## src/rtl/lcd_chrono_if.sv

```systemverilog
// Chronometer display bus: BCD time and lap flag in,
// HD44780 8-bit parallel bus and frame status out.
interface lcd_chrono_if;
    logic [15:0] time_bcd;
    logic        lap_flag;
    logic [7:0]  lcd_data;
    logic        lcd_rs;
    logic        lcd_rw;
    logic        lcd_e;
    logic        busy;
    logic        frame_done;

    modport master (
        input  time_bcd, lap_flag,
        output lcd_data, lcd_rs, lcd_rw, lcd_e,
        output busy, frame_done
    );

    modport slave (
        output time_bcd, lap_flag,
        input  lcd_data, lcd_rs, lcd_rw, lcd_e,
        input  busy, frame_done
    );
endinterface

```

## src/rtl/lcd_chrono_writer.sv

```systemverilog
// HD44780 writer for the chronometer: power-up init, then
// rewrites line 1 as "SS.hh" plus lap marker on any change.
module lcd_chrono_writer #(
    parameter int unsigned CLK_PER_US = 50,
    parameter int unsigned POWERUP_US = 20000,
    parameter int unsigned CMD_US     = 50,
    parameter int unsigned CLEAR_US   = 2000,
    parameter int unsigned E_PULSE    = 25
) (
    input  logic clk_in,
    input  logic reset,
    lcd_chrono_if.master bus
);
    localparam int unsigned PWR_CYC = POWERUP_US * CLK_PER_US;
    localparam int unsigned CMD_CYC = CMD_US * CLK_PER_US;
    localparam int unsigned CLR_CYC = CLEAR_US * CLK_PER_US;
    localparam int unsigned M1 =
        (PWR_CYC > CLR_CYC) ? PWR_CYC : CLR_CYC;
    localparam int unsigned M2 = (M1 > CMD_CYC) ? M1 : CMD_CYC;
    localparam int unsigned M3 = (M2 > E_PULSE) ? M2 : E_PULSE;
    localparam int CW = $clog2(M3 + 1);

    typedef enum logic [2:0] {
        S_PWRUP, S_SETUP, S_EHI, S_WAIT, S_IDLE
    } state_t;

    state_t        r_state;
    logic [CW-1:0] r_cnt;
    logic [2:0]    r_idx;
    logic          r_frame;
    logic [16:0]   r_snap;
    logic [16:0]   r_last;
    logic          r_valid;
    logic [7:0]    r_data;
    logic          r_rs;
    logic          r_e;
    logic          r_busy;
    logic          r_done;

    logic [16:0]   w_cur;
    logic [7:0]    w_byte;
    logic          w_rs;
    logic          w_clr;

    assign w_cur = {bus.time_bcd, bus.lap_flag};
    assign w_clr = !r_frame && (r_idx == 3'd5);

    function automatic logic [7:0] digit(input logic [3:0] d);
        return (d <= 4'd9) ? (8'h30 + {4'h0, d}) : 8'h3F;
    endfunction

    // Byte and register-select for the write at (r_frame, r_idx)
    always_comb begin
        w_byte = 8'h00;
        w_rs   = 1'b0;
        if (!r_frame) begin
            unique case (r_idx)
                3'd0, 3'd1, 3'd2: w_byte = 8'h38;
                3'd3:             w_byte = 8'h0C;
                3'd4:             w_byte = 8'h06;
                default:          w_byte = 8'h01;
            endcase
        end else begin
            w_rs = (r_idx != 3'd0);
            unique case (r_idx)
                3'd0:    w_byte = 8'h80;
                3'd1:    w_byte = digit(r_snap[16:13]);
                3'd2:    w_byte = digit(r_snap[12:9]);
                3'd3:    w_byte = 8'h2E;
                3'd4:    w_byte = digit(r_snap[8:5]);
                3'd5:    w_byte = digit(r_snap[4:1]);
                3'd6:    w_byte = 8'h20;
                default: w_byte = r_snap[0] ? 8'h4C : 8'h20;
            endcase
        end
    end

    // Sequencer: power-up wait, init list, idle compare, frames
    always_ff @(posedge clk_in) begin
        if (reset) begin
            r_state <= S_PWRUP;
            r_cnt   <= CW'(PWR_CYC - 1);
            r_idx   <= 3'd0;
            r_frame <= 1'b0;
            r_snap  <= '0;
            r_last  <= '0;
            r_valid <= 1'b0;
            r_data  <= 8'h00;
            r_rs    <= 1'b0;
            r_e     <= 1'b0;
            r_busy  <= 1'b1;
            r_done  <= 1'b0;
        end else begin
            r_done <= 1'b0;
            case (r_state)
                S_PWRUP: begin
                    if (r_cnt == '0) begin
                        r_state <= S_SETUP;
                        r_idx   <= 3'd0;
                        r_frame <= 1'b0;
                    end else begin
                        r_cnt <= r_cnt - CW'(1);
                    end
                end
                S_SETUP: begin
                    r_data  <= w_byte;
                    r_rs    <= w_rs;
                    r_cnt   <= CW'(E_PULSE);
                    r_state <= S_EHI;
                end
                S_EHI: begin
                    if (r_cnt == '0) begin
                        r_e     <= 1'b0;
                        r_cnt   <= w_clr ? CW'(CLR_CYC - 1)
                                         : CW'(CMD_CYC - 1);
                        r_state <= S_WAIT;
                    end else begin
                        r_e   <= 1'b1;
                        r_cnt <= r_cnt - CW'(1);
                    end
                end
                S_WAIT: begin
                    if (r_cnt != '0) begin
                        r_cnt <= r_cnt - CW'(1);
                    end else if (w_clr) begin
                        r_state <= S_IDLE;
                        r_busy  <= 1'b0;
                    end else if (r_frame && r_idx == 3'd7) begin
                        r_state <= S_IDLE;
                        r_busy  <= 1'b0;
                        r_done  <= 1'b1;
                        r_last  <= r_snap;
                        r_valid <= 1'b1;
                    end else begin
                        r_idx   <= r_idx + 3'd1;
                        r_state <= S_SETUP;
                    end
                end
                S_IDLE: begin
                    if (!r_valid || w_cur != r_last) begin
                        r_snap  <= w_cur;
                        r_frame <= 1'b1;
                        r_idx   <= 3'd0;
                        r_busy  <= 1'b1;
                        r_state <= S_SETUP;
                    end
                end
                default: r_state <= S_PWRUP;
            endcase
        end
    end

    assign bus.lcd_data   = r_data;
    assign bus.lcd_rs     = r_rs;
    assign bus.lcd_rw     = 1'b0;
    assign bus.lcd_e      = r_e;
    assign bus.busy       = r_busy;
    assign bus.frame_done = r_done;
endmodule

```

## src/flat_wrapper.sv

```systemverilog
// flat-port wrapper written by rule: the top's interface ports become plain ports
module lcd_chrono_writer_flat 
#(
    parameter int unsigned CLK_PER_US = 50,
    parameter int unsigned POWERUP_US = 20000,
    parameter int unsigned CMD_US     = 50,
    parameter int unsigned CLEAR_US   = 2000,
    parameter int unsigned E_PULSE    = 25
)
  (clk_in, reset, bus_time_bcd, bus_lap_flag, bus_lcd_data, bus_lcd_rs, bus_lcd_rw, bus_lcd_e, bus_busy, bus_frame_done);
  lcd_chrono_if bus_i ();
  input  logic clk_in;
  input  logic reset;
  input wire logic [$bits(bus_i.time_bcd)-1:0] bus_time_bcd;
  input wire logic [$bits(bus_i.lap_flag)-1:0] bus_lap_flag;
  output wire logic [$bits(bus_i.lcd_data)-1:0] bus_lcd_data;
  output wire logic [$bits(bus_i.lcd_rs)-1:0] bus_lcd_rs;
  output wire logic [$bits(bus_i.lcd_rw)-1:0] bus_lcd_rw;
  output wire logic [$bits(bus_i.lcd_e)-1:0] bus_lcd_e;
  output wire logic [$bits(bus_i.busy)-1:0] bus_busy;
  output wire logic [$bits(bus_i.frame_done)-1:0] bus_frame_done;
  assign bus_i.time_bcd = bus_time_bcd;
  assign bus_i.lap_flag = bus_lap_flag;
  assign bus_lcd_data = bus_i.lcd_data;
  assign bus_lcd_rs = bus_i.lcd_rs;
  assign bus_lcd_rw = bus_i.lcd_rw;
  assign bus_lcd_e = bus_i.lcd_e;
  assign bus_busy = bus_i.busy;
  assign bus_frame_done = bus_i.frame_done;
  lcd_chrono_writer #(.CLK_PER_US(CLK_PER_US), .POWERUP_US(POWERUP_US), .CMD_US(CMD_US), .CLEAR_US(CLEAR_US), .E_PULSE(E_PULSE)) u_core (.clk_in(clk_in), .reset(reset), .bus(bus_i));
endmodule
```

## config.mk

```make
export PLATFORM = sky130hd
export DESIGN_NAME = lcd_chrono_writer_flat
export DESIGN_NICKNAME = d
export VERILOG_FILES = /design/src/rtl/lcd_chrono_if.sv /design/src/rtl/lcd_chrono_writer.sv /design/src/flat_wrapper.sv
export SDC_FILE = /design/constraint.sdc
export NUM_CORES = 1
export LEC_CHECK = 0
export ABC_AREA = 1
export CAP_MARGIN = 30
export CORE_MARGIN = 5
export CORE_UTILIZATION = 30
export CTS_CLUSTER_DIAMETER = 200
export DETAILED_ROUTE_END_ITERATION = 12
export PLACE_DENSITY_LB_ADDON = 0.3
export SLEW_MARGIN = 20
export SYNTH_ARGS = -nofsm -noshare
export SYNTH_HDL_FRONTEND = slang
export SYNTH_SLANG_ARGS = --single-unit
```

## constraint.sdc

```tcl
create_clock -name clk_in -period 2.87 [get_ports clk_in]
set_clock_uncertainty 0.2 [all_clocks]
set_input_delay 0.4305 -clock clk_in [delete_from_list [all_inputs] [get_ports clk_in]]
set_output_delay 0.4305 -clock clk_in [all_outputs]
set_load 0.02 [all_outputs]
```

==> results of run 1 <==
## power groups by stage
stage,clock [mW],sequential (mW),combinational (mW)
2_1_floorplan,0,1.42,0.977
3_3_place_gp,0,1.43,1.33
3_5_place_dp,0,1.43,1.33
4_1_cts,1.43,1.41,1.35
5_1_grt,1.49,1.44,1.53
6_report,1.42,1.42,1.36
## synth_stat cells (2+ instances only)
| master | count | area [um2] |
|---|---|---|
| ha_1 | 8 | 100 |
| nor3_1 | 9 | 45.0 |
| inv_1 | 67 | 251 |
| buf_4 | 3 | 22.5 |
| nor2_4 | 4 | 45.0 |
| o22ai_1 | 2 | 12.5 |
| dfxtp_1 | 74 | 1480 |
| a21oi_1 | 46 | 230 |
| o21ai_0 | 22 | 110 |
| clkbuf_1 | 7 | 26.3 |
| xor2_1 | 7 | 61.3 |
| nand2_4 | 2 | 22.5 |
| nor2_2 | 6 | 37.5 |
| nand4_1 | 13 | 81.3 |
| nand3b_1 | 3 | 22.5 |
| o21ai_1 | 11 | 55.1 |
| nand2_1 | 139 | 522 |
| a31oi_1 | 6 | 37.5 |
| o211ai_1 | 4 | 30.0 |
| xnor2_1 | 6 | 52.6 |
| inv_2 | 9 | 33.8 |
| and3_1 | 2 | 12.5 |
| nor3_2 | 5 | 50.1 |
| a211oi_2 | 13 | 163 |
| nand4_2 | 2 | 25.0 |
| nand3_2 | 3 | 30.0 |
| o31ai_1 | 2 | 15.0 |
| nand3_1 | 46 | 230 |
| buf_2 | 6 | 30.0 |
| nor2_1 | 63 | 236 |
| nand2_2 | 4 | 25.0 |
## cells by family (layout without fill, tap and decap cells)
group           Yosys count  count (layout)  synth area share [%]
flops                    74              74                  35.2
buf+inv                  95             129                  9.16
simple gates            304             304                  33.7
xor+xnor                 13              13                  2.71
fa+ha+maj                 8               8                  2.38
other cells               1               1                0.0891
compound gates          111             111                  16.8
## worst register-to-register path, delay by kind of cell (launching register included)
family,cells,cell delay (ps)
AOI/OAI and AO/OA,1,40
buffers and inverters,3,470
and+or+nand+nor,4,720
adders and majority gates,1,200
DFF,1,360
## cell type report
cell class | count | area [um2] | share of cell area, %
inverters | 77 | 292 | 5.74
clock inverters | 7 | 149 | 2.93
clock buffers | 9 | 225 | 4.44
multi-input cells | 437 | 2340 | 46.2
well taps | 180 | 225 | 4.44
flip-flops and latches | 74 | 1480 | 29.2
repair buffers | 36 | 360 | 7.10
## metrics by stage
step	util, %	instances	power [mW]	setup slack, ps	instance area, um2
floorplan	-	606	2.39	1060	4210
global placement	33.8	803	2.76	320	4670
detailed placement	33.8	803	2.77	314	4670
CTS	36.5	819	4.20	302	5050
global route	36.7	820	4.46	549	5070
finish	36.7	820	4.19	734	5070
## worst min path at each step
stage | startpoint | to | slack (ps) | cells after the start
2_1_floorplan | u_core.r_valid | u_core.r_valid | 240 | 2
4_1_cts | u_core.r_last[7] | u_core.r_last[7] | 280 | 2
6_report | u_core.r_last[7] | u_core.r_last[7] | 270 | 2
3_5_place_dp | u_core.bus.lcd_rs | u_core.bus.lcd_rs | 270 | 2
3_3_place_gp | u_core.bus.lcd_data[7] | u_core.bus.lcd_data[7] | 260 | 2
5_1_grt | u_core.r_last[11] | u_core.r_last[11] | 300 | 2
## state kept, by name, summed over array words and instances (netlist names), 3 cells and up
name / cells
u_core.r_snap: 17
u_core.r_last: 17
u_core.bus.lcd_data: 8
u_core.r_state: 3
u_core.r_idx: 3
u_core.r_cnt: 20
## layer usage
| layer | GRT usage (%) | vias to the layer above | part of all wire, % |
|---|---|---|---|
| li1 | - | 2046 | - |
| met1 | 20.1 | 1885 | 50 |
| met2 | 21.7 | 99 | 44 |
| met3 | 3.53 | 8 | 4.8 |
| met4 | 4.49 | 0 | 1.1 |
| met5 | 0 | - | 0 |
## layout by cell type (no fill, tap or decap), drive strengths merged, types with 9 or more instances in the layout
cell type	netlist	final
nor2	73	73
inv	77	79
nand2	145	145
dfxtp	74	74
a211oi	14	14
a21oi	47	47
clkbuf	7	9
clkdlybuf4s50	0	29
o21ai	33	33
nand4	15	15
nor3	14	14
nand3	50	50
==> metrics.md, run 1 <==
| Metric | Value |
|---|---|
| Global-route wire length before repair | 19.1 mm |
| Hold Path Class | reg -> reg |
| Vias per inst | 4.92 |
| Antenna cells | 0 |
| Synth Flop Type | dfxtp_1 |
| Final net count | 662 |
| Core area | 13,800 um2 |
| CP delay by family, top | simple AND/OR/NAND/NOR gates |
| P_leak | 2.08 nW |
| Drt wl/cell | 13.8 um |
| Critical path fanouts, max | 22 |
| Max frequency | 468 MHz |
| Routed Antenna Nets | 0 |
| Hold slack | 274 ps |
| CP peak stage delay | 360 ps |
| CP required | 2870 ps |
| Synth warnings | 0 |
| IO Pins | 32 |
| Sw frac | 36.3% |
| Flop pwr share | 33.8% |
| Tcrit/Tclk final | 74.4% |
| Final global-route overflow total | 0 |
| Mapped Area | 4210 um2 |
| # setup viols final | 0 |
| Clk sinks | 74 |
| Initial antenna violation count | 0 |
| Post-route setup TNS | 0 ps |
| Final Hold Fails | 0 |
| Share of the yosys chip area belonging to registers | 35.2% |
| Initial DRC count | 334 |
| Clk slew on worst S/H paths | 60 ps |
| Register-to-register setup slack | 730 ps |
| Die Footprint | 16,500 um2 |
| H-tree depth | 3 |
| Drt drc | 0 |
| PortBufs | 30 |
| Cell Pwr Density | 825 nW/um2 |
| Via count | 4,038 |
| Fillcell total | 1,422 |
| Worst Max-Slew Pin Slew | 555 ps |
| Worst VDD drop | 0.410 mV |
| Tmin final | 2140 ps |
| CTS root buf | clkbuf_16 |
| Number of gates resized after cts | 0 |
| Levels on crit path | 9 |
| Setup crit start | u_core.r_idx[1] |
| Die Span Y | 128 um |
| DPL Wire Length | 8.24 mm |
| Worst-skew pair later-pin latency | 340 ps |
| Reg2Reg Launch Point | u_core.r_idx[1] |
| Netlist cell types | 43 |
| Post-CTS Hold Fix Bufs | 0 |
| Logic gate share of total power | 32.4% |
| Layout cells sized above 1 | 12.0% |
| Crit path capture type | flip-flop |
| Pin count of the biggest net entering global routing | 46 |
| RSZ-0062 raised after global routing | no |
| Critical path class | reg -> reg |
| Slew HR | 63.0% |
| Drt first pass iters | 6 |
| Total routed wirelength | 11.4 mm |
| Critical path destination | u_core.r_last[5] |
| Cells after synthesis | 606 |
| CTS tree | yes |
| Die width | 128 um |
| Count of pins over their slew limit | 0 |
| Tot GR Track Use | 14.4% |
| Syn nets | 633 |
| Routability congestion estimate | 0.898 |
| Int Pwr | 2.66 mW |
| Synth Area per Inst | 6.95 um2 |
| Worst setup SP type | flip-flop |
| Max-cap viol count | 0 |
| Setup Buffers After CTS | 0 |
| Status | finished clean |
| EDFF count, synth | 0 |
| # rows | 43 |
| Clock buffer depth | 2 |
| Synth async-reset ratio | 0% |
| Crit path buf inv count | 3 |
| CP arrival | 2140 ps |
| Reg-to-reg endpoint | u_core.r_last[5] |
| Vias in the first global route | 3,847 |
| Clk pwr share | 33.8% |
| Number of buffers created by CTS | 9 |
| Cells along the critical path | inv_1 -> ha_1 -> nand2_1 -> inv_1 -> nand2_1 -> nand4_2 -> buf_16 -> nor2_1 -> a211oi_2 |
| Initial core utilization | 30.4% |
| CP max stage cell | dfxtp_1 |
| Yosys reg bits | 74 |
| Worst R2R Path Depth | 9 |
| Psw | 1.52 mW |
| Area Growth Syn to Fin | 20.6% |
Note: power is estimated with default switching activity, not from simulation.
==> run 2: changes to the inputs <==
==> constraint.sdc (replaced) <==
create_clock -name clk_in -period 2.19 [get_ports clk_in]
set_clock_uncertainty 0.2 [all_clocks]
set_input_delay 0.3285 -clock clk_in [delete_from_list [all_inputs] [get_ports clk_in]]
set_output_delay 0.3285 -clock clk_in [all_outputs]
set_load 0.02 [all_outputs]
==> run 2 against run 1 <==
- power is 27% higher
- cell count rose by 2.1%
- global-route usage shrank 0.23 points
- critical path depth increased by 2
- setup slack got worse by 570 ps
- hold slack got worse by 61 ps
- register-to-register slack got worse by 570 ps
- count of clock-buffer cells in the layout did not move
- utilization rose by 0.67 points
- via count is 0.32% higher
- die area is the same
==> metrics.md, run 2 (synthesis results as in run 1) <==
| Metric | Value |
|---|---|
| CTS tree | yes |
| Largest registers | u_core.r_cnt x20, u_core.r_last x17, u_core.r_snap x17 |
| Area Growth Syn to Fin | 22.8% |
| Worst setup SP type | flip-flop |
| Most frequent cells in the layout | nand2_1, dfxtp_1, inv_1 |
| Die width | 128 um |
| CP peak stage delay | 310 ps |
| CP delay by family, top | simple AND/OR/NAND/NOR gates |
| Critical path class | reg -> reg |
| Final Hold Fails | 0 |
| Hold Path Depth | 2 |
| Routed Antenna Nets | 0 |
| Post-CTS Hold Fix Bufs | 0 |
| Post-route setup TNS | 0 ps |
| Non-filler cells, final | 837 |
| Initial antenna violation count | 0 |
| Met1 WL | 5.58 mm |
| DR WL met3 | 537 um |
| CP max stage cell | dfxtp_1 |
| Hold_sp | reset |
| Vias in the first global route | 3,921 |
| Drt wl/cell | 13.4 um |
| Clk slew on worst S/H paths | 60 ps |
| DPL Wire Length | 8.35 mm |
| Via count | 4,051 |
| Max-cap viol count | 0 |
| Hold Path Class | in -> reg |
| Setup crit start | u_core.r_cnt[0] |
| Status | finished clean |
| Cell Pwr Density | 1030 nW/um2 |
| Final global-route overflow total | 0 |
| Max frequency | 494 MHz |
| Number of buffers created by CTS | 9 |
| RSZ-0062 raised after global routing | no |
| Worst R2R Path Depth | 11 |
| Clock buffer depth | 2 |
| Reg-to-reg endpoint | u_core.r_idx[0] |
| Die Span Y | 128 um |
| Register-to-register setup slack | 170 ps |
| Tmin final | 2020 ps |
| Final net count | 679 |
| Number of flip-flops in the largest register | 20 |
| Met2 Wirelength | 4.85 mm |
| PortBufs | 30 |
| CP arrival | 2100 ps |
| Top routing layer in use | met4 |
| Layout cells sized above 1 | 15.4% |
| Drt drc | 0 |
| Count of pins over their slew limit | 0 |
| Critical path fanouts, max | 8 |
| Worst-skew pair later-pin latency | 340 ps |
| IO Pins | 32 |
| # rows | 43 |
| Total routed wirelength | 11.2 mm |
| CP required | 2260 ps |
| Most common cell after layout, fill and taps aside | nand2_1 |
| Worst VDD drop | 0.446 mV |
| Fillcell total | 1,456 |
| # setup viols final | 0 |
| Crit path capture type | flip-flop |
| Hold endpoint | u_core.r_cnt[7] |
| Core area | 13,800 um2 |
| Reg2Reg Launch Point | u_core.r_cnt[0] |
| Vias per inst | 4.84 |
| Die Footprint | 16,500 um2 |
| Initial DRC count | 338 |
| Largest Register | u_core.r_cnt |
| Routability congestion estimate | 0.922 |
| Crit path buf inv count | 3 |
| CTS root buf | clkbuf_16 |
| Cells along the critical path | inv_1 -> ha_2 -> nand2_1 -> nor2_2 -> nand3_4 -> buf_4 -> a21oi_4 -> nand3_2 -> nand2_1 -> inv_1 -> nor2_1 |
| Initial core utilization | 30.4% |
| Hold slack | 213 ps |
| P_leak | 2.14 nW |
| Global-route wire length before repair | 19.0 mm |
| Tot GR Track Use | 14.1% |
| Drt first pass iters | 6 |
| Antenna cells | 0 |
| Pin count of the biggest net entering global routing | 47 |
| Dpl cells | 821 |
| Clk sinks | 74 |
| Tcrit/Tclk final | 92.5% |
| H-tree depth | 3 |
-- run 2: cell types whose count changed in the layout (fill, tap and decap cells not counted), sizes merged --
cell | before | now
bufinv | 4 | 2
clkinv | 1 | 2
buf | 7 | 24
clkinvlp | 0 | 1
-- run 2: area by class of cell --
| cell class | count | area [um2] | area share [%] |
|---|---|---|---|
| multi-input cells | 437 | 2360 | 45.7 |
| inverters | 77 | 292 | 5.64 |
| well taps | 180 | 225 | 4.36 |
| clock inverters | 7 | 101 | 1.96 |
| clock buffers | 9 | 225 | 4.36 |
| flip-flops and latches | 74 | 1480 | 28.7 |
| repair buffers | 53 | 480 | 9.30 |
-- run 2: routing by layer --
metal | global-route usage (%) | vias up
met5 | 0 | -
met4 | 5.56 | 0
met2 | 21.8 | 81
met1 | 19.0 | 1875
li1 | - | 2081
met3 | 3.36 | 14
-- run 2: power by group --
| part | internal, mW | total, mW | switching, mW |
|---|---|---|---|
| clock network | 1.01 | 1.64 | 0.629 |
| registers | 1.60 | 1.85 | 0.255 |
| logic | 0.688 | 1.83 | 1.14 |
-- run 2: per-stage QoR --
step / area, um2 / setup slack [ps] / power, mW / utilization, %
detailed placement: 4820 / -121 / 3.67 / 34.9
floorplan: 4210 / 383 / 3.14 / -
global placement: 4820 / -81.6 / 3.65 / 34.9
finish: 5170 / 165 / 5.32 / 37.4
CTS: 5150 / 131 / 5.32 / 37.2
global route: 5170 / 5.76 / 5.68 / 37.4
-- run 2: worst register-to-register path: stages (launching register included) --
cell and delay, ps:
dfxtp_1 310, inv_1 130, ha_2 230, nand2_1 70
nor2_2 170, nand3_4 160, buf_4 200, a21oi_4 180
nand3_2 120, nand2_1 80, inv_1 40, nor2_1 90
-- run 2: worst max-delay path by stage --
stage | to | slack [ps] | cells past startpoint
floorplan | u_core.r_last[0] | 380 | 8
detailed placement | u_core.r_state[0] | -120 | 13
global route | u_core.r_idx[0] | 6 | 11
global placement | u_core.r_state[0] | -80 | 13
CTS | u_core.bus.lcd_data[3] | 130 | 9
finish | u_core.r_idx[0] | 170 | 11
-- run 2: repair_timing --
action | CTS | global route
setup endpoints to repair | 0 | 16
resized for setup | 0 | 7
setup buffers | 0 | 0
